`config.mk`:
```
export PLATFORM = sky130hd
export DESIGN_NAME = id_hazard_ctrl_flat
export DESIGN_NICKNAME = d
export VERILOG_FILES = /design/src/rtl/pipe_pkg.sv /design/src/rtl/id_hazard_ctrl_if.sv /design/src/rtl/sat_counter.sv /design/src/rtl/id_hazard_ctrl.sv /design/src/flat_wrapper.sv
export SDC_FILE = /design/constraint.sdc
export NUM_CORES = 1
export LEC_CHECK = 0
export BUFFER_PORTS_ARGS = -buffer_cell sky130_fd_sc_hd__clkbuf_2
export CORE_UTILIZATION = 51
export CTS_BUF_LIST = sky130_fd_sc_hd__clkbuf_4
export CTS_CLUSTER_DIAMETER = 40
export DETAILED_ROUTE_END_ITERATION = 8
export PLACE_DENSITY = 0.79
export SYNTH_ARGS = -nofsm -noshare
export SYNTH_HDL_FRONTEND = slang
export SYNTH_HIERARCHICAL = 1
export SYNTH_SLANG_ARGS = --single-unit
```
`constraint.sdc`:
```
create_clock -name clk -period 3.45 [get_ports clk]
set_clock_uncertainty 0.2 [all_clocks]
set_input_delay 0.5175 -clock clk [delete_from_list [all_inputs] [get_ports clk]]
set_output_delay 0.5175 -clock clk [all_outputs]
set_load 0.02 [all_outputs]
```
`src/rtl/pipe_pkg.sv`:
```
// Shared pipeline definitions: opcode constants, register index width and the
// shadow-entry layout used to track in-flight destination registers.
package pipe_pkg;

  localparam int REG_NUM_BITWIDTH = 5;

  localparam logic [6:0] INST_R     = 7'b0110011;
  localparam logic [6:0] INST_I_LD  = 7'b0000011;
  localparam logic [6:0] INST_I_IMM = 7'b0010011;
  localparam logic [6:0] INST_S     = 7'b0100011;
  localparam logic [6:0] INST_B     = 7'b1100011;
  localparam logic [6:0] INST_J     = 7'b1101111;
  localparam logic [6:0] INST_U     = 7'b0110111;

  typedef struct packed {
    logic                        v;
    logic [REG_NUM_BITWIDTH-1:0] rd;
    logic                        wr;
    logic                        ld;
  } shadow_entry_t;

endpackage

```
`src/rtl/id_hazard_ctrl_if.sv`:
```
// ID-stage sequencing bus: decoded instruction and pipeline status in,
// PC / IF/ID / ID/EX steering and perf counters out.
interface id_hazard_ctrl_if #(
  parameter int REG_NUM_BITWIDTH = 5,
  parameter int CNT_BITWIDTH     = 16
);
  logic                        id_valid;
  logic [6:0]                  id_opcode;
  logic [REG_NUM_BITWIDTH-1:0] id_rs1;
  logic [REG_NUM_BITWIDTH-1:0] id_rs2;
  logic [REG_NUM_BITWIDTH-1:0] id_rd;
  logic                        id_regWrite;
  logic                        id_memRead;
  logic                        ex_branch_taken;
  logic                        mem_ready;
  logic                        pc_write;
  logic                        ifid_write;
  logic                        ifid_flush;
  logic                        idex_bubble;
  logic                        pipe_freeze;
  logic [CNT_BITWIDTH-1:0]     stall_cnt;
  logic [CNT_BITWIDTH-1:0]     flush_cnt;

  modport master (
    output id_valid, id_opcode, id_rs1, id_rs2, id_rd, id_regWrite, id_memRead,
    output ex_branch_taken, mem_ready,
    input  pc_write, ifid_write, ifid_flush, idex_bubble, pipe_freeze,
    input  stall_cnt, flush_cnt
  );

  modport slave (
    input  id_valid, id_opcode, id_rs1, id_rs2, id_rd, id_regWrite, id_memRead,
    input  ex_branch_taken, mem_ready,
    output pc_write, ifid_write, ifid_flush, idex_bubble, pipe_freeze,
    output stall_cnt, flush_cnt
  );
endinterface

```
`src/rtl/sat_counter.sv`:
```
// Up-counter that sticks at all-ones instead of wrapping.
module sat_counter #(
  parameter int CNT_BITWIDTH = 16
) (
  input  logic                    clk,
  input  logic                    rst,
  input  logic                    inc,
  output logic [CNT_BITWIDTH-1:0] cnt
);
  logic [CNT_BITWIDTH-1:0] cnt_q;
  logic [CNT_BITWIDTH-1:0] cnt_d;

  always_comb begin
    cnt_d = cnt_q;
    if (inc && (cnt_q != '1)) cnt_d = cnt_q + 1'b1;
  end

  always_ff @(posedge clk) begin
    if (rst) cnt_q <= '0;
    else     cnt_q <= cnt_d;
  end

  assign cnt = cnt_q;
endmodule

```
`src/rtl/id_hazard_ctrl.sv`:
```
// ID-stage hazard controller: memory-wait freeze, taken-branch flush and
// load-use stall, decided combinationally from a registered EX/MEM shadow.
module id_hazard_ctrl #(
  parameter int         REG_NUM_BITWIDTH = pipe_pkg::REG_NUM_BITWIDTH,
  parameter int         CNT_BITWIDTH     = 16,
  parameter logic [6:0] INST_R           = pipe_pkg::INST_R,
  parameter logic [6:0] INST_I_LD        = pipe_pkg::INST_I_LD,
  parameter logic [6:0] INST_I_IMM       = pipe_pkg::INST_I_IMM,
  parameter logic [6:0] INST_S           = pipe_pkg::INST_S,
  parameter logic [6:0] INST_B           = pipe_pkg::INST_B,
  parameter logic [6:0] INST_J           = pipe_pkg::INST_J,
  parameter logic [6:0] INST_U           = pipe_pkg::INST_U
) (
  input logic              clk,
  input logic              rst,
  id_hazard_ctrl_if.slave  bus
);
  import pipe_pkg::*;

  // bit0: rs1 read, bit1: rs2 read. J, U and unknown opcodes read nothing.
  function automatic logic [1:0] src_used(input logic [6:0] op);
    if (op == INST_R || op == INST_S || op == INST_B) return 2'b11;
    if (op == INST_I_LD || op == INST_I_IMM)          return 2'b01;
    if (op == INST_J || op == INST_U)                 return 2'b00;
    return 2'b00;
  endfunction

  shadow_entry_t ex_q, ex_d, mem_q, mem_d;
  logic [1:0]    used;
  logic          mem_wait, flush, load_use, rs_hit;
  logic          pc_write, ifid_write, ifid_flush, idex_bubble, pipe_freeze;
  logic          stall_inc, flush_inc;

  always_comb begin
    used     = src_used(bus.id_opcode);
    rs_hit   = (used[0] && (bus.id_rs1 == ex_q.rd)) ||
               (used[1] && (bus.id_rs2 == ex_q.rd));
    mem_wait = mem_q.v && mem_q.ld && !bus.mem_ready;
    flush    = bus.ex_branch_taken && !mem_wait;
    load_use = bus.id_valid && ex_q.v && ex_q.ld && (ex_q.rd != '0) && rs_hit &&
               !mem_wait && !flush;

    pc_write    = 1'b1;
    ifid_write  = 1'b1;
    ifid_flush  = 1'b0;
    idex_bubble = 1'b0;
    pipe_freeze = 1'b0;
    if (rst) begin
      pc_write    = 1'b0;
      ifid_write  = 1'b0;
      ifid_flush  = 1'b1;
      idex_bubble = 1'b1;
    end else if (mem_wait) begin
      pc_write    = 1'b0;
      ifid_write  = 1'b0;
      pipe_freeze = 1'b1;
    end else if (flush) begin
      ifid_write  = 1'b0;
      ifid_flush  = 1'b1;
      idex_bubble = 1'b1;
    end else if (load_use) begin
      pc_write    = 1'b0;
      ifid_write  = 1'b0;
      idex_bubble = 1'b1;
    end

    // Frozen pipeline holds both shadows so a deferred branch is re-seen.
    ex_d  = ex_q;
    mem_d = mem_q;
    if (!mem_wait) begin
      mem_d = ex_q;
      if (idex_bubble || !bus.id_valid) begin
        ex_d = '0;
      end else begin
        ex_d.v  = 1'b1;
        ex_d.rd = bus.id_rd;
        ex_d.wr = bus.id_regWrite;
        ex_d.ld = bus.id_memRead;
      end
    end

    stall_inc = !rst && (mem_wait || load_use);
    flush_inc = !rst && flush;
  end

  always_ff @(posedge clk) begin
    if (rst) begin
      ex_q  <= '0;
      mem_q <= '0;
    end else begin
      ex_q  <= ex_d;
      mem_q <= mem_d;
    end
  end

  logic unused_shadow;
  assign unused_shadow = ^{mem_q.rd, mem_q.wr};

  sat_counter #(.CNT_BITWIDTH(CNT_BITWIDTH)) u_stall_cnt (
    .clk(clk), .rst(rst), .inc(stall_inc), .cnt(bus.stall_cnt)
  );
  sat_counter #(.CNT_BITWIDTH(CNT_BITWIDTH)) u_flush_cnt (
    .clk(clk), .rst(rst), .inc(flush_inc), .cnt(bus.flush_cnt)
  );

  assign bus.pc_write    = pc_write;
  assign bus.ifid_write  = ifid_write;
  assign bus.ifid_flush  = ifid_flush;
  assign bus.idex_bubble = idex_bubble;
  assign bus.pipe_freeze = pipe_freeze;
endmodule

```
`src/flat_wrapper.sv`:
```
// flat-port wrapper written by rule: the top's interface ports become plain ports
module id_hazard_ctrl_flat import pipe_pkg::*;
#(
  parameter int         REG_NUM_BITWIDTH = pipe_pkg::REG_NUM_BITWIDTH,
  parameter int         CNT_BITWIDTH     = 16,
  parameter logic [6:0] INST_R           = pipe_pkg::INST_R,
  parameter logic [6:0] INST_I_LD        = pipe_pkg::INST_I_LD,
  parameter logic [6:0] INST_I_IMM       = pipe_pkg::INST_I_IMM,
  parameter logic [6:0] INST_S           = pipe_pkg::INST_S,
  parameter logic [6:0] INST_B           = pipe_pkg::INST_B,
  parameter logic [6:0] INST_J           = pipe_pkg::INST_J,
  parameter logic [6:0] INST_U           = pipe_pkg::INST_U
)
  (clk, rst, bus_id_valid, bus_id_opcode, bus_id_rs1, bus_id_rs2, bus_id_rd, bus_id_regWrite, bus_id_memRead, bus_ex_branch_taken, bus_mem_ready, bus_pc_write, bus_ifid_write, bus_ifid_flush, bus_idex_bubble, bus_pipe_freeze, bus_stall_cnt, bus_flush_cnt);
  id_hazard_ctrl_if #(.REG_NUM_BITWIDTH(REG_NUM_BITWIDTH), .CNT_BITWIDTH(CNT_BITWIDTH)) bus_i ();
  input logic clk;
  input logic rst;
  input wire logic [$bits(bus_i.id_valid)-1:0] bus_id_valid;
  input wire logic [$bits(bus_i.id_opcode)-1:0] bus_id_opcode;
  input wire logic [$bits(bus_i.id_rs1)-1:0] bus_id_rs1;
  input wire logic [$bits(bus_i.id_rs2)-1:0] bus_id_rs2;
  input wire logic [$bits(bus_i.id_rd)-1:0] bus_id_rd;
  input wire logic [$bits(bus_i.id_regWrite)-1:0] bus_id_regWrite;
  input wire logic [$bits(bus_i.id_memRead)-1:0] bus_id_memRead;
  input wire logic [$bits(bus_i.ex_branch_taken)-1:0] bus_ex_branch_taken;
  input wire logic [$bits(bus_i.mem_ready)-1:0] bus_mem_ready;
  output wire logic [$bits(bus_i.pc_write)-1:0] bus_pc_write;
  output wire logic [$bits(bus_i.ifid_write)-1:0] bus_ifid_write;
  output wire logic [$bits(bus_i.ifid_flush)-1:0] bus_ifid_flush;
  output wire logic [$bits(bus_i.idex_bubble)-1:0] bus_idex_bubble;
  output wire logic [$bits(bus_i.pipe_freeze)-1:0] bus_pipe_freeze;
  output wire logic [$bits(bus_i.stall_cnt)-1:0] bus_stall_cnt;
  output wire logic [$bits(bus_i.flush_cnt)-1:0] bus_flush_cnt;
  assign bus_i.id_valid = bus_id_valid;
  assign bus_i.id_opcode = bus_id_opcode;
  assign bus_i.id_rs1 = bus_id_rs1;
  assign bus_i.id_rs2 = bus_id_rs2;
  assign bus_i.id_rd = bus_id_rd;
  assign bus_i.id_regWrite = bus_id_regWrite;
  assign bus_i.id_memRead = bus_id_memRead;
  assign bus_i.ex_branch_taken = bus_ex_branch_taken;
  assign bus_i.mem_ready = bus_mem_ready;
  assign bus_pc_write = bus_i.pc_write;
  assign bus_ifid_write = bus_i.ifid_write;
  assign bus_ifid_flush = bus_i.ifid_flush;
  assign bus_idex_bubble = bus_i.idex_bubble;
  assign bus_pipe_freeze = bus_i.pipe_freeze;
  assign bus_stall_cnt = bus_i.stall_cnt;
  assign bus_flush_cnt = bus_i.flush_cnt;
  id_hazard_ctrl #(.REG_NUM_BITWIDTH(REG_NUM_BITWIDTH), .CNT_BITWIDTH(CNT_BITWIDTH), .INST_R(INST_R), .INST_I_LD(INST_I_LD), .INST_I_IMM(INST_I_IMM), .INST_S(INST_S), .INST_B(INST_B), .INST_J(INST_J), .INST_U(INST_U)) u_core (.clk(clk), .rst(rst), .bus(bus_i));
endmodule
```
## Yosys cells after proc, flatten, opt, wreduce, memory -nomap -nowiden

Index checks and enable logic that the tools add are counted.
Widths: inputs -> output; s select.

- Add/sub/neg operators: 2
- Multiply operators: 0
- Div/mod/pow operators: 0
- Magnitude comparators: 0
- Equal/unequal tests: 11
- Shifts and indexed selects: 0
- Multiplexer cells: 29
- Bitwise gates (word level): 0
- Reduce and logical (&&, ||, !) cells: 28

Operators with widths:

| kind | number |
|---|---|
| $add 16x1->16 const B | 2 |
| $ne 16x16->1 const B | 2 |
| $mux 1 | 22 |
| $eq 7x6->1 const B | 3 |
| $logic_and 1x1->1 | 15 |
| $eq 7x7->1 const B | 2 |
| $mux 2 | 6 |
| $eq 5x5->1 | 2 |
| $mux 8 | 1 |
| $eq 7x2->1 const B | 1 |
| $eq 7x5->1 const B | 1 |
| $logic_or 1x1->1 | 7 |
| $logic_not 1->1 | 5 |
| $reduce_bool 5->1 | 1 |

- Register bits: 41
- Latch bits: 0
- Bits in writable memories: 0
- Bits in read-only memories: 0
- Input bits: 29
- Output and inout port bits: 37
- Logic and storage cells: 77
- Memories: 0

## Depth between registers and ports, before layout

Gate-level depths: netlist of the first run.

- Word-level depth: 21
- Mapped depth: 9

## Hierarchy

Netlist of the first run, hierarchy kept.

Modules (own cells, without submodules):

| module | instances | cells an instance | area each (um^2) | sequential area each (um^2) |
|---|---|---|---|---|
| sat_counter | 2 | 99 | 848.3 | 320.3 |
| id_hazard_ctrl | 1 | 57 | 509.2 | 180.2 |

## Worst setup path before layout of the first run

Ideal clock, no wire load.

- Path kind: in2reg
- Start: input port bus_id_opcode[2]
- End: register u_core.u_stall_cnt.cnt_q[9] (netlist: u_core/u_stall_cnt/cnt[9])
- Library setup time: 70 ps
- Arrival time: 2375 ps
- Slack: 805 ps
- Stages: 9
- Buffers on the path: 1
- Cells stage by stage: nand4b_1 -> nor3_1 -> o211a_1 -> nand2_1 -> a21oi_1 -> nand2_1 -> clkbuf_1 -> or4_1 -> a21oi_1

- Word-level cells in the longest chain between the ends: 16
- Elaborated cells on any way between the ends: 31
- Those cells by class: 7 x eq/ne; 11 x mux; 13 x reduce/logical

RTL lines:

| item | line | RTL |
|---|---|---|
| start, declared | flat_wrapper.sv:19 | `input wire logic [$bits(bus_i.id_opcode)-1:0] bus_id_opcode;` |
| $eq 7x7->1 / $eq 7x6->1 (equally long branches) | id_hazard_ctrl.sv:24 | `if (op == INST_J \|\| op == INST_U) return 2'b00;` |
| $logic_or 1x1->1 | id_hazard_ctrl.sv:24 |  |
| $mux 1 (2 in a row) | id_hazard_ctrl.sv:24 |  |
| $mux 1 | id_hazard_ctrl.sv:23 | `if (op == INST_I_LD \|\| op == INST_I_IMM) return 2'b01;` |
| $mux 2 | id_hazard_ctrl.sv:25 | `return 2'b00;` |
| $mux 2 | id_hazard_ctrl.sv:24 |  |
| $mux 2 * | id_hazard_ctrl.sv:23 |  |
| $logic_and 1x1->1 (on tied branches) | id_hazard_ctrl.sv:36, id_hazard_ctrl.sv:37 |  |
| $logic_or 1x1->1 * | id_hazard_ctrl.sv:36 | `rs_hit = (used[0] && (bus.id_rs1 == ex_q.rd)) \|\|` |
| $logic_and 1x1->1 * (2 in a row) | id_hazard_ctrl.sv:40 | `load_use = bus.id_valid && ex_q.v && ex_q.ld && (ex_q.rd != '0) && rs_hit &&` |
| $logic_and 1x1->1 * | id_hazard_ctrl.sv:41 | `!mem_wait && !flush;` |
| $logic_or 1x1->1 * | id_hazard_ctrl.sv:82 | `stall_inc = !rst && (mem_wait \|\| load_use);` |
| $logic_and 1x1->1 * | id_hazard_ctrl.sv:82 |  |
| named net u_core.stall_inc | id_hazard_ctrl.sv:32 | `logic stall_inc, flush_inc;` |
| $logic_and 1x1->1 * | sat_counter.sv:15 | `if (inc && (cnt_q != '1)) cnt_d = cnt_q + 1'b1;` |
| end signal, assigned | sat_counter.sv:20 | `else cnt_q <= cnt_d;` |
| end, declared | sat_counter.sv:10 | `logic [CNT_BITWIDTH-1:0] cnt_q;` |

The timed path passes the listed nets; every way through them passes the cells marked *. The select of a mux whose other input is x is not followed.
A chain may end at the register's enable or synchronous reset.

## Worst setup path after layout of the first run

- Start: register u_core/ex_q[4] in the netlist's numbering
- End: register u_core.u_stall_cnt.cnt_q[6] (netlist: u_core/u_stall_cnt/cnt[6])

- Word-level cells in the longest chain between the ends: 9
- Elaborated cells on any way between the ends: 13
- Those cells by class: 2 x eq/ne; 11 x reduce/logical

RTL lines:

| item | line | RTL |
|---|---|---|
| start, declared | id_hazard_ctrl.sv:28 | `shadow_entry_t ex_q, ex_d, mem_q, mem_d;` |
| start signal, assigned | id_hazard_ctrl.sv:88 | `ex_q <= '0;` |
| start signal, assigned | id_hazard_ctrl.sv:91 | `ex_q <= ex_d;` |
| $eq 5x5->1 (on tied branches) | id_hazard_ctrl.sv:36, id_hazard_ctrl.sv:37 |  |
| $logic_and 1x1->1 (on tied branches) | id_hazard_ctrl.sv:36, id_hazard_ctrl.sv:37 |  |
| $logic_or 1x1->1 | id_hazard_ctrl.sv:36 |  |
| $logic_and 1x1->1 * (2 in a row) | id_hazard_ctrl.sv:40 |  |
| $logic_and 1x1->1 * | id_hazard_ctrl.sv:41 |  |
| $logic_or 1x1->1 * | id_hazard_ctrl.sv:82 |  |
| $logic_and 1x1->1 * | id_hazard_ctrl.sv:82 |  |
| named net u_core.stall_inc | id_hazard_ctrl.sv:32 |  |
| $logic_and 1x1->1 * | sat_counter.sv:15 |  |

The timed path passes the listed nets; every way through them passes the cells marked *.

==> flow_summary.ini, run 1 <==
[setup_path]
critPathTopFamily = simple AND/OR/NAND/NOR gates
worst-path-stages = 10
critical_path_arrival_ps = 2790
end_kind = register
r2r_cells = 10
critPathKind = reg -> reg
worstReg2RegEnd = u_core/u_stall_cnt/cnt[6]
path_max_fanout = 6
crit_path_max_incr_delay_ps = 420
path_cells = xnor2_1, nand4_1, o22ai_1, nand2_1, a21oi_1, buf_4, and4_1, o41ai_1, or3_1, a21oi_1
path_buf_inv = 1
crit_path_start_kind = register
cpMaxStageDelayCell = dfxtp_1
critPathRequiredTime_ps = 3530
worst_path_most_repeated_cell = a21oi_1
r2r-start = u_core/ex_q[4]
r2r_setup_slack_ps = 740

[power_and_ir_drop]
leakagePower_nw = 1.019
power_density_nw_per_um2 = 293.0
netSwitchingPower_mw = 0.1826
finalPower_mw = 0.7699
swShare = 0.2372
seqPwrFrac = 0.625
clock_power_share = 0.299
comb_power_share = 0.075
ir_drop_mv = 0.1898
internal_power_mw = 0.5873

[die]
die_w_um = 67.77
die-area_um2 = 4592
core_area_um2 = 4086
dieHeight_um = 67.77
start_util = 0.5398
row_count = 23
pin_count = 66

[timing]
finalCriticalPeriod_ps = 2711
worst_slew_pin_slew_ps = 807.8
maxSlewViolCount = 0
finalSetupViolCount = 0
relSlewSlack = 0.4574
clock.fmax_ghz = 0.3688
hold_violations = 0
fin_crit_sh = 0.7859
hold_slack_ps = 176.3
rsz0062_at_grt = no
tns_ps = 0

[detailed_routing]
via_per_inst = 5.809
wl_per_cell_um = 13.11
drt_iter0_markers = 121
route.detailed.drc = 0
drt_pass1_iterations = 4
vias = 2155
antenna_left = 0
drt_wl_total_um = 4865

[finish]
antenna_cells = 0
drive_above_1_share = 0.2586
fin_area_um2 = 2628
final_nets = 352
n_fill_cell = 373
area_growth_pct = 19.12

[global_route]
grt_max_degree = 21
antenna_found_initial = 0
grt_pass1_wl_um = 8148
grt_overflow = 0
grt_pass1_vias = 1902
grt_util_all_layers = 0.2336

[yosys]
synth_top_area_frac = 0.3721
synth.most_common_cell = dfxtp_1
dominantRegCellSynth = dfxtp_1
async_flop_share = 0
syn_area_per_cell_um2 = 8.650
synthTopCellsByArea = dfxtp_1 (37%), xnor2_1 (5.6%), a21oi_1 (5.2%)
yosysUniqueCellTypes = 40
yosysSeqAreaShare = 0.3721
yosys-top-cells-count = dfxtp_1 (41), a21oi_1 (23), nor2_1 (18)
synth_enable_flop_cells = 0
syn_inst = 255
ys.warnings.count = 6
synth_area_um2 = 2206
synth_area_leader_cell = dfxtp_1
ys_ff_latch = 41
syn_nets = 286

[status]
status = finished clean

[run]
maxCapViolations = 0

[hold_path]
min_path_cells = 2
hold_end = u_core/ex_q[4]
min_path_type = in -> reg
min_from = bus_id_rd[2]

[cts]
post_cts_resized = 0
root_buffer = clkbuf_4
cts_max_path_buffers = 2
cts_tree = built
htree_levels = 2
cts.clk_slew.worst_paths_ps = 120
clock_latency_ps = 340
cts_buffers = 5
cts_sinks = 41
postCtsSetupBuffers = 0
postCtsHoldBufs = 0

[place]
io_buffers = 64
routabilityCongestion = 0.8479
placed_area_um2 = 2579
dpl.hpwl_um = 3597
## metal layers
| layer | GRT usage | part of all wire | up-vias |
|---|---|---|---|
| li1 | - | - | 1104 |
| met1 | 0.2923 | 0.47 | 994 |
| met5 | 0 | 0 | - |
| met3 | 0.04730 | 0.042 | 4 |
| met2 | 0.3824 | 0.48 | 53 |
| met4 | 0.1037 | 0.0086 | 0 |
## power by group through the flow
stage               registers (mW)  clock network (mW)  logic [mW]
finish                       0.482               0.230      0.0579
CTS                          0.482               0.240      0.0586
floorplan                    0.493                   0      0.0311
detailed placement           0.492                   0      0.0585
global route                 0.483               0.263      0.0647
global placement             0.492                   0      0.0571
## area by class of cell
class / instances / area (µm²) / share of cell area
Multi-Input combinational cell: 199 / 1326 / 0.5048
Sequential cell: 41 / 820.8 / 0.3124
Timing Repair Buffer: 67 / 342.8 / 0.1305
Tap cell: 50 / 62.56 / 0.02381
Clock buffer: 6 / 45.04 / 0.01714
Inverter: 7 / 26.28 / 0.01000
Clock inverter: 1 / 3.754 / 0.001429
## metrics by stage
| stage | setup slack [ps] | std cells | utilization |
|---|---|---|---|
| 6_report | 738.7 | 371 | 0.6430 |
| 3_5_place_dp | 565.0 | 364 | 0.6310 |
| 5_1_grt | 460.9 | 371 | 0.6430 |
| 2_1_floorplan | 804.7 | 255 | - |
| 3_3_place_gp | 601.7 | 364 | 0.6310 |
| 4_1_cts | 740.9 | 371 | 0.6430 |
## sequential cells by signal, summed over array words and instances, names as in the netlist
signal and cells:
u_core/u_flush_cnt/cnt 16, u_core/u_stall_cnt/cnt 16, u_core/ex_q 7, u_core/mem_q 2
## worst max-delay path by stage
stage                                      endpoint              from
after detailed placement  u_core/u_stall_cnt/cnt[6]     bus_id_rs2[0]
after global placement    u_core/u_stall_cnt/cnt[6]  bus_id_opcode[2]
after global routing      u_core/u_stall_cnt/cnt[6]    u_core/ex_q[4]
final                     u_core/u_stall_cnt/cnt[6]    u_core/ex_q[4]
after floorplan           u_core/u_stall_cnt/cnt[9]  bus_id_opcode[2]
after CTS                 u_core/u_stall_cnt/cnt[6]    u_core/ex_q[4]
## logic make-up after synthesis
logic type               Yosys count  share of synthesized area
AND/OR/NAND/NOR                  119                     0.3352
AO/OA/AOI/OAI                     60                     0.1798
flip-flops                        41                     0.3721
buffers and inverters             15                    0.02666
XOR/XNOR                          14                    0.05559
multiplexers                       4                    0.01928
adder cells (fa/ha/maj)            2                    0.01134
## cells in the final DEF, fill, tap and decap left out, types with 3 or more instances in the layout
| master | count |
|---|---|
| a22o_1 | 6 |
| inv_1 | 7 |
| a21oi_1 | 23 |
| xnor2_1 | 14 |
| buf_4 | 3 |
| nor2_1 | 18 |
| clkbuf_4 | 6 |
| nor3_1 | 9 |
| and3_1 | 3 |
| or3_1 | 6 |
| o21ai_0 | 8 |
| nand2_1 | 17 |
| nand4_1 | 7 |
| or4_1 | 15 |
| o31ai_1 | 12 |
| and4_1 | 6 |
| clkbuf_2 | 64 |
| o21a_1 | 3 |
| nand3b_1 | 4 |
| nor2b_1 | 4 |
| nor4_1 | 4 |
| dfxtp_1 | 41 |
| nand3_1 | 14 |
## worst register-to-register path, cell delays in order (launching register included)
cell and delay, ps:
dfxtp_1 420, xnor2_1 140, nand4_1 120, o22ai_1 300, nand2_1 170, a21oi_1 230
buf_4 170, and4_1 270, o41ai_1 160, or3_1 330, a21oi_1 140
Power figures use the tool's default switching activity.
==> run 2: changes to the inputs <==
--- a/config.mk
+++ b/config.mk
@@ -6,11 +6,11 @@
 export NUM_CORES = 1
 export LEC_CHECK = 0
 export BUFFER_PORTS_ARGS = -buffer_cell sky130_fd_sc_hd__clkbuf_2
-export CORE_UTILIZATION = 51
+export CORE_UTILIZATION = 48
 export CTS_BUF_LIST = sky130_fd_sc_hd__clkbuf_4
 export CTS_CLUSTER_DIAMETER = 40
 export DETAILED_ROUTE_END_ITERATION = 8
-export PLACE_DENSITY = 0.79
+export PLACE_DENSITY = 0.78
 export SYNTH_ARGS = -nofsm -noshare
 export SYNTH_HDL_FRONTEND = slang
 export SYNTH_HIERARCHICAL = 1
==> constraint.sdc (replaced) <==
create_clock -name clk -period 2.3 [get_ports clk]
set_clock_uncertainty 0.2 [all_clocks]
set_input_delay 0.345 -clock clk [delete_from_list [all_inputs] [get_ports clk]]
set_output_delay 0.345 -clock clk [all_outputs]
set_load 0.02 [all_outputs]
==> flow_summary.ini, run 2 (synthesis results as in run 1) <==
[die]
die-area_um2 = 4871
core_area_um2 = 4384
row_count = 24
pin_count = 66
dieHeight_um = 69.79
start_util = 0.5031
die_w_um = 69.79

[finish]
area_growth_pct = 40.16
fin_area_um2 = 3092
antenna_cells = 0
mostFrequentLayoutCells = clkbuf_2 (61), dfxtp_1 (39), buf_4 (26)
final_nets = 387
layoutNonFillerInstCount = 409
layout_commonest_cell = clkbuf_2
drive_above_1_share = 0.3950

[global_route]
grt_util_all_layers = 0.2367
grt_overflow = 0
grt_max_degree = 22
grt_pass1_vias = 2155
grt_pass1_wl_um = 9453
antenna_found_initial = 0

[detailed_routing]
route.detailed.drc = 0
drt_iter0_markers = 160
antenna_left = 0
wl_per_cell_um = 14.70
drt_wl_total_um = 6012
vias = 2381
via_per_inst = 5.822
drt_pass1_iterations = 4

[cts]
cts.clk_slew.worst_paths_ps = 120
cts_max_path_buffers = 2
root_buffer = clkbuf_4
clock_latency_ps = 350
cts_buffers = 5
cts_tree = built
cts_sinks = 41
htree_levels = 2

[timing]
fin_crit_sh = 1.082
finalWorstSetupSlack_ps = -189.7
relSlewSlack = 0.6824
hold_violations = 0
worst_slew_pin_slew_ps = 470.2
finalSetupViolCount = 16
clock.fmax_ghz = 0.4017
rsz0062_at_grt = yes
finalCriticalPeriod_ps = 2490
maxSlewViolCount = 0

[power_and_ir_drop]
power_density_nw_per_um2 = 389.2
leakagePower_nw = 1.247
ir_drop_mv = 0.4117

[status]
violations = negative setup slack
status = finished, violations left

[setup_path]
critical_path_arrival_ps = 1940
critPathTopFamily = simple AND/OR/NAND/NOR gates
critPathKind = reg -> out
end_kind = primary output
critPathRequiredTime_ps = 1750
crit_path_max_incr_delay_ps = 510
path_cells = or4_1, o211a_1, nand2_2, buf_6, and3_4, buf_8
crit_path_start_kind = register
path_buf_inv = 2
path_max_fanout = 4
cpMaxStageDelayCell = or4_1

[place]
routabilityCongestion = 0.7960
dp.cells = 391
dpl.hpwl_um = 3992
io_buffers = 64
placed_area_um2 = 2789

[run]
maxCapViolations = 0

[hold_path]
min_path_type = in -> reg
-- run 2: worst paths after layout --
path	from	to	slack, ps	depth (start not counted)
min	bus_id_rd[3]	u_core/ex_q[5]	10	2
min reg2reg	u_core/u_stall_cnt/cnt[1]	u_core/u_stall_cnt/cnt[1]	340	2
max reg2reg	u_core/ex_q[2]	u_core/u_stall_cnt/cnt[6]	-160	11
max	u_core/ex_q[6]	bus_ifid_write	-190	6
-- run 2: repair_timing --
action                                 CTS  global route
endpoints found under the hold margin    3             0
hold buffers                             3             0
buffers inserted                         5             2
pin swaps                               21             7
resized for setup                       24            17
setup endpoints to repair               15            17
-- run 2: cell type report --
cell class	instances	area, µm²
tap	52	65.06
fill	355	1292
sequential	41	823.3
timing repair buffer	102	671.9
inverter	7	26.28
multi-input combinational	199	1450
clock inverter	2	10.01
clock buffer	6	45.04
-- run 2: power breakdown --
group / leakage (nW) / internal, mW / switching [mW]
registers: 0.332 / 0.716 / 0.00610
logic: 0.880 / 0.0627 / 0.0576
clock network: 0.0354 / 0.129 / 0.232
total: 1.25 / 0.907 / 0.296
-- run 2: layer usage --
metal	part of all wire	global-route usage	up-vias
met1	0.44	0.2969	1132
met3	0.041	0.04070	7
met2	0.51	0.4156	66
met4	0.012	0.06444	0
met5	0	0	-
li1	-	-	1176
-- run 2: through the flow --
stage	setup TNS (ps)	power [mW]	hold WS, ps	worst slack (ps)	util
3_3_place_gp	-690.2	0.8377	309.3	-122.7	0.6361
4_1_cts	-1733	1.207	6.939	-215.3	0.6895
2_1_floorplan	0	0.7876	217.4	36.70	-
5_1_grt	-3252	1.249	19.32	-273.9	0.7052
6_report	-1720	1.203	11.60	-189.7	0.7052
3_5_place_dp	-1154	0.8398	321.4	-152.5	0.6361
-- run 2: worst register-to-register path, cell delays in order, from the launching register on --
cell and delay, ps:
dfxtp_1 450, xnor2_1 160, nand4_1 150, o22ai_2 210
nand2_2 100, buf_6 130, a21oi_4 140, buf_6 130
and4_4 220, o41ai_2 80, or3_1 330, a21oi_2 110
==> run 3: changes to the inputs <==
--- a/config.mk
+++ b/config.mk
@@ -6,11 +6,11 @@
 export NUM_CORES = 1
 export LEC_CHECK = 0
 export BUFFER_PORTS_ARGS = -buffer_cell sky130_fd_sc_hd__clkbuf_2
-export CORE_UTILIZATION = 48
+export CORE_UTILIZATION = 51
 export CTS_BUF_LIST = sky130_fd_sc_hd__clkbuf_4
 export CTS_CLUSTER_DIAMETER = 40
 export DETAILED_ROUTE_END_ITERATION = 8
-export PLACE_DENSITY = 0.78
+export PLACE_DENSITY = 0.79
 export SYNTH_ARGS = -nofsm -noshare
 export SYNTH_HDL_FRONTEND = slang
 export SYNTH_HIERARCHICAL = 1
==> constraint.sdc (replaced) <==
create_clock -name clk -period 2.9 [get_ports clk]
set_clock_uncertainty 0.2 [all_clocks]
set_input_delay 0.435 -clock clk [delete_from_list [all_inputs] [get_ports clk]]
set_output_delay 0.435 -clock clk [all_outputs]
set_load 0.02 [all_outputs]
==> flow_summary.ini, run 3 (synthesis results as in run 1) <==
[power_and_ir_drop]
leakagePower_nw = 1.037
ir_drop_mv = 0.2563
power_density_nw_per_um2 = 359.1

[detailed_routing]
wl_per_cell_um = 13.45
drt_pass1_iterations = 4
via_per_inst = 5.824
drt_wl_total_um = 5032
antenna_left = 0
route.detailed.drc = 0
vias = 2178
drt_iter0_markers = 196

[cts]
root_buffer = clkbuf_4
htree_levels = 2
cts_tree = built
clock_latency_ps = 350
cts_max_path_buffers = 2
postCtsHoldBufs = 0
cts.clk_slew.worst_paths_ps = 120
cts_sinks = 41
cts_buffers = 5

[global_route]
grt_pass1_vias = 1860
grt_pass1_wl_um = 8093
grt_overflow = 0
grt_util_all_layers = 0.2310
grt_max_degree = 38
antenna_found_initial = 0

[die]
dieHeight_um = 67.77
die_w_um = 67.77
start_util = 0.5398
die-area_um2 = 4592
core_area_um2 = 4086
pin_count = 66
row_count = 23

[timing]
clock.fmax_ghz = 0.3627
finalCriticalPeriod_ps = 2757
rsz0062_at_grt = no
hold_violations = 0
maxSlewViolCount = 0
fin_crit_sh = 0.9506
worst_slew_pin_slew_ps = 760.0
finalSetupViolCount = 0
relSlewSlack = 0.4867
tns_ps = 0

[finish]
layout_commonest_cell = clkbuf_2
area_growth_pct = 20.48
antenna_cells = 0
final_nets = 354
mostFrequentLayoutCells = clkbuf_2 (64), dfxtp_1 (41), a21oi_1 (22)
drive_above_1_share = 0.2716
final_core_util = 0.6503
fin_area_um2 = 2658

[setup_path]
critPathRequiredTime_ps = 2990
crit_path_max_incr_delay_ps = 420
cpMaxStageDelayCell = dfxtp_1
worst-path-stages = 10
crit_path_start_kind = register
critPathTopFamily = simple AND/OR/NAND/NOR gates
critPathKind = reg -> reg
path_buf_inv = 1
path_max_fanout = 5
path_cells = xnor2_1, nand4_1, o22ai_1, nand2_1, a21oi_2, buf_4, and4_1, o41ai_1, or3_1, a21oi_1
r2r_cells = 10
critical_path_arrival_ps = 2840
end_kind = register

[place]
dpl.hpwl_um = 3608
io_buffers = 64
placed_area_um2 = 2594
routabilityCongestion = 0.8639

[hold_path]
min_path_cells = 2
min_path_type = in -> reg

[run]
maxCapViolations = 0

[status]
status = finished clean
## run 3: cell types whose count changed in the layout (fill, tap and decap cells not counted), sizes merged
cell / delta
dlygate4sd3: -3
buf: -32
clkinv: -2
clkbuf: +4
## run 3: area by class of cell
class / count / area, µm²
fill: 358 / 1429
clock buffer: 8 / 60.06
multi-input combinational: 199 / 1330
tap: 50 / 62.56
inverter: 7 / 26.28
timing repair buffer: 69 / 357.8
sequential: 41 / 820.8
## run 3: worst paths after layout
kind                                             endpoint  slack, ps      startpoint
worst max register to register  u_core/u_stall_cnt/cnt[6]        140  u_core/ex_q[6]
worst max-delay path            u_core/u_stall_cnt/cnt[6]        140  u_core/ex_q[6]
worst min register to register            u_core/mem_q[7]        330  u_core/ex_q[7]
worst min-delay path                       u_core/ex_q[4]         80    bus_id_rd[2]
## run 3: layer usage
layer | track usage | vias to the layer above | part of all wire
li1 | - | 1110 | -
met1 | 0.2870 | 1009 | 0.47
met2 | 0.3899 | 52 | 0.47
met3 | 0.04392 | 7 | 0.042
met4 | 0.08777 | 0 | 0.013
met5 | 0 | - | 0
## run 3: through the flow
stage | worst slack [ps] | total power, mW | instances | hold WS (ps)
3_3_place_gp | 87.95 | 0.6537 | 366 | 292.0
3_5_place_dp | 5.246 | 0.6551 | 366 | 300.2
6_report | 143.2 | 0.9542 | 374 | 83.09
5_1_grt | 21.33 | 0.9917 | 374 | 78.94
2_1_floorplan | 337.2 | 0.6233 | 255 | 258.5
4_1_cts | 117.9 | 0.9602 | 374 | 77.60
## run 3: report_power, final
group	internal, mW	switching [mW]	total (mW)
clock	0.125	0.187	0.312
sequential	0.568	0.00537	0.573
combinational	0.0333	0.0362	0.0694
## run 3: what timing repair did
action                                  4_1_cts  5_1_grt
gates resized for setup                       0        1
endpoints found under the setup margin        0        2
setup buffers                                 0        0
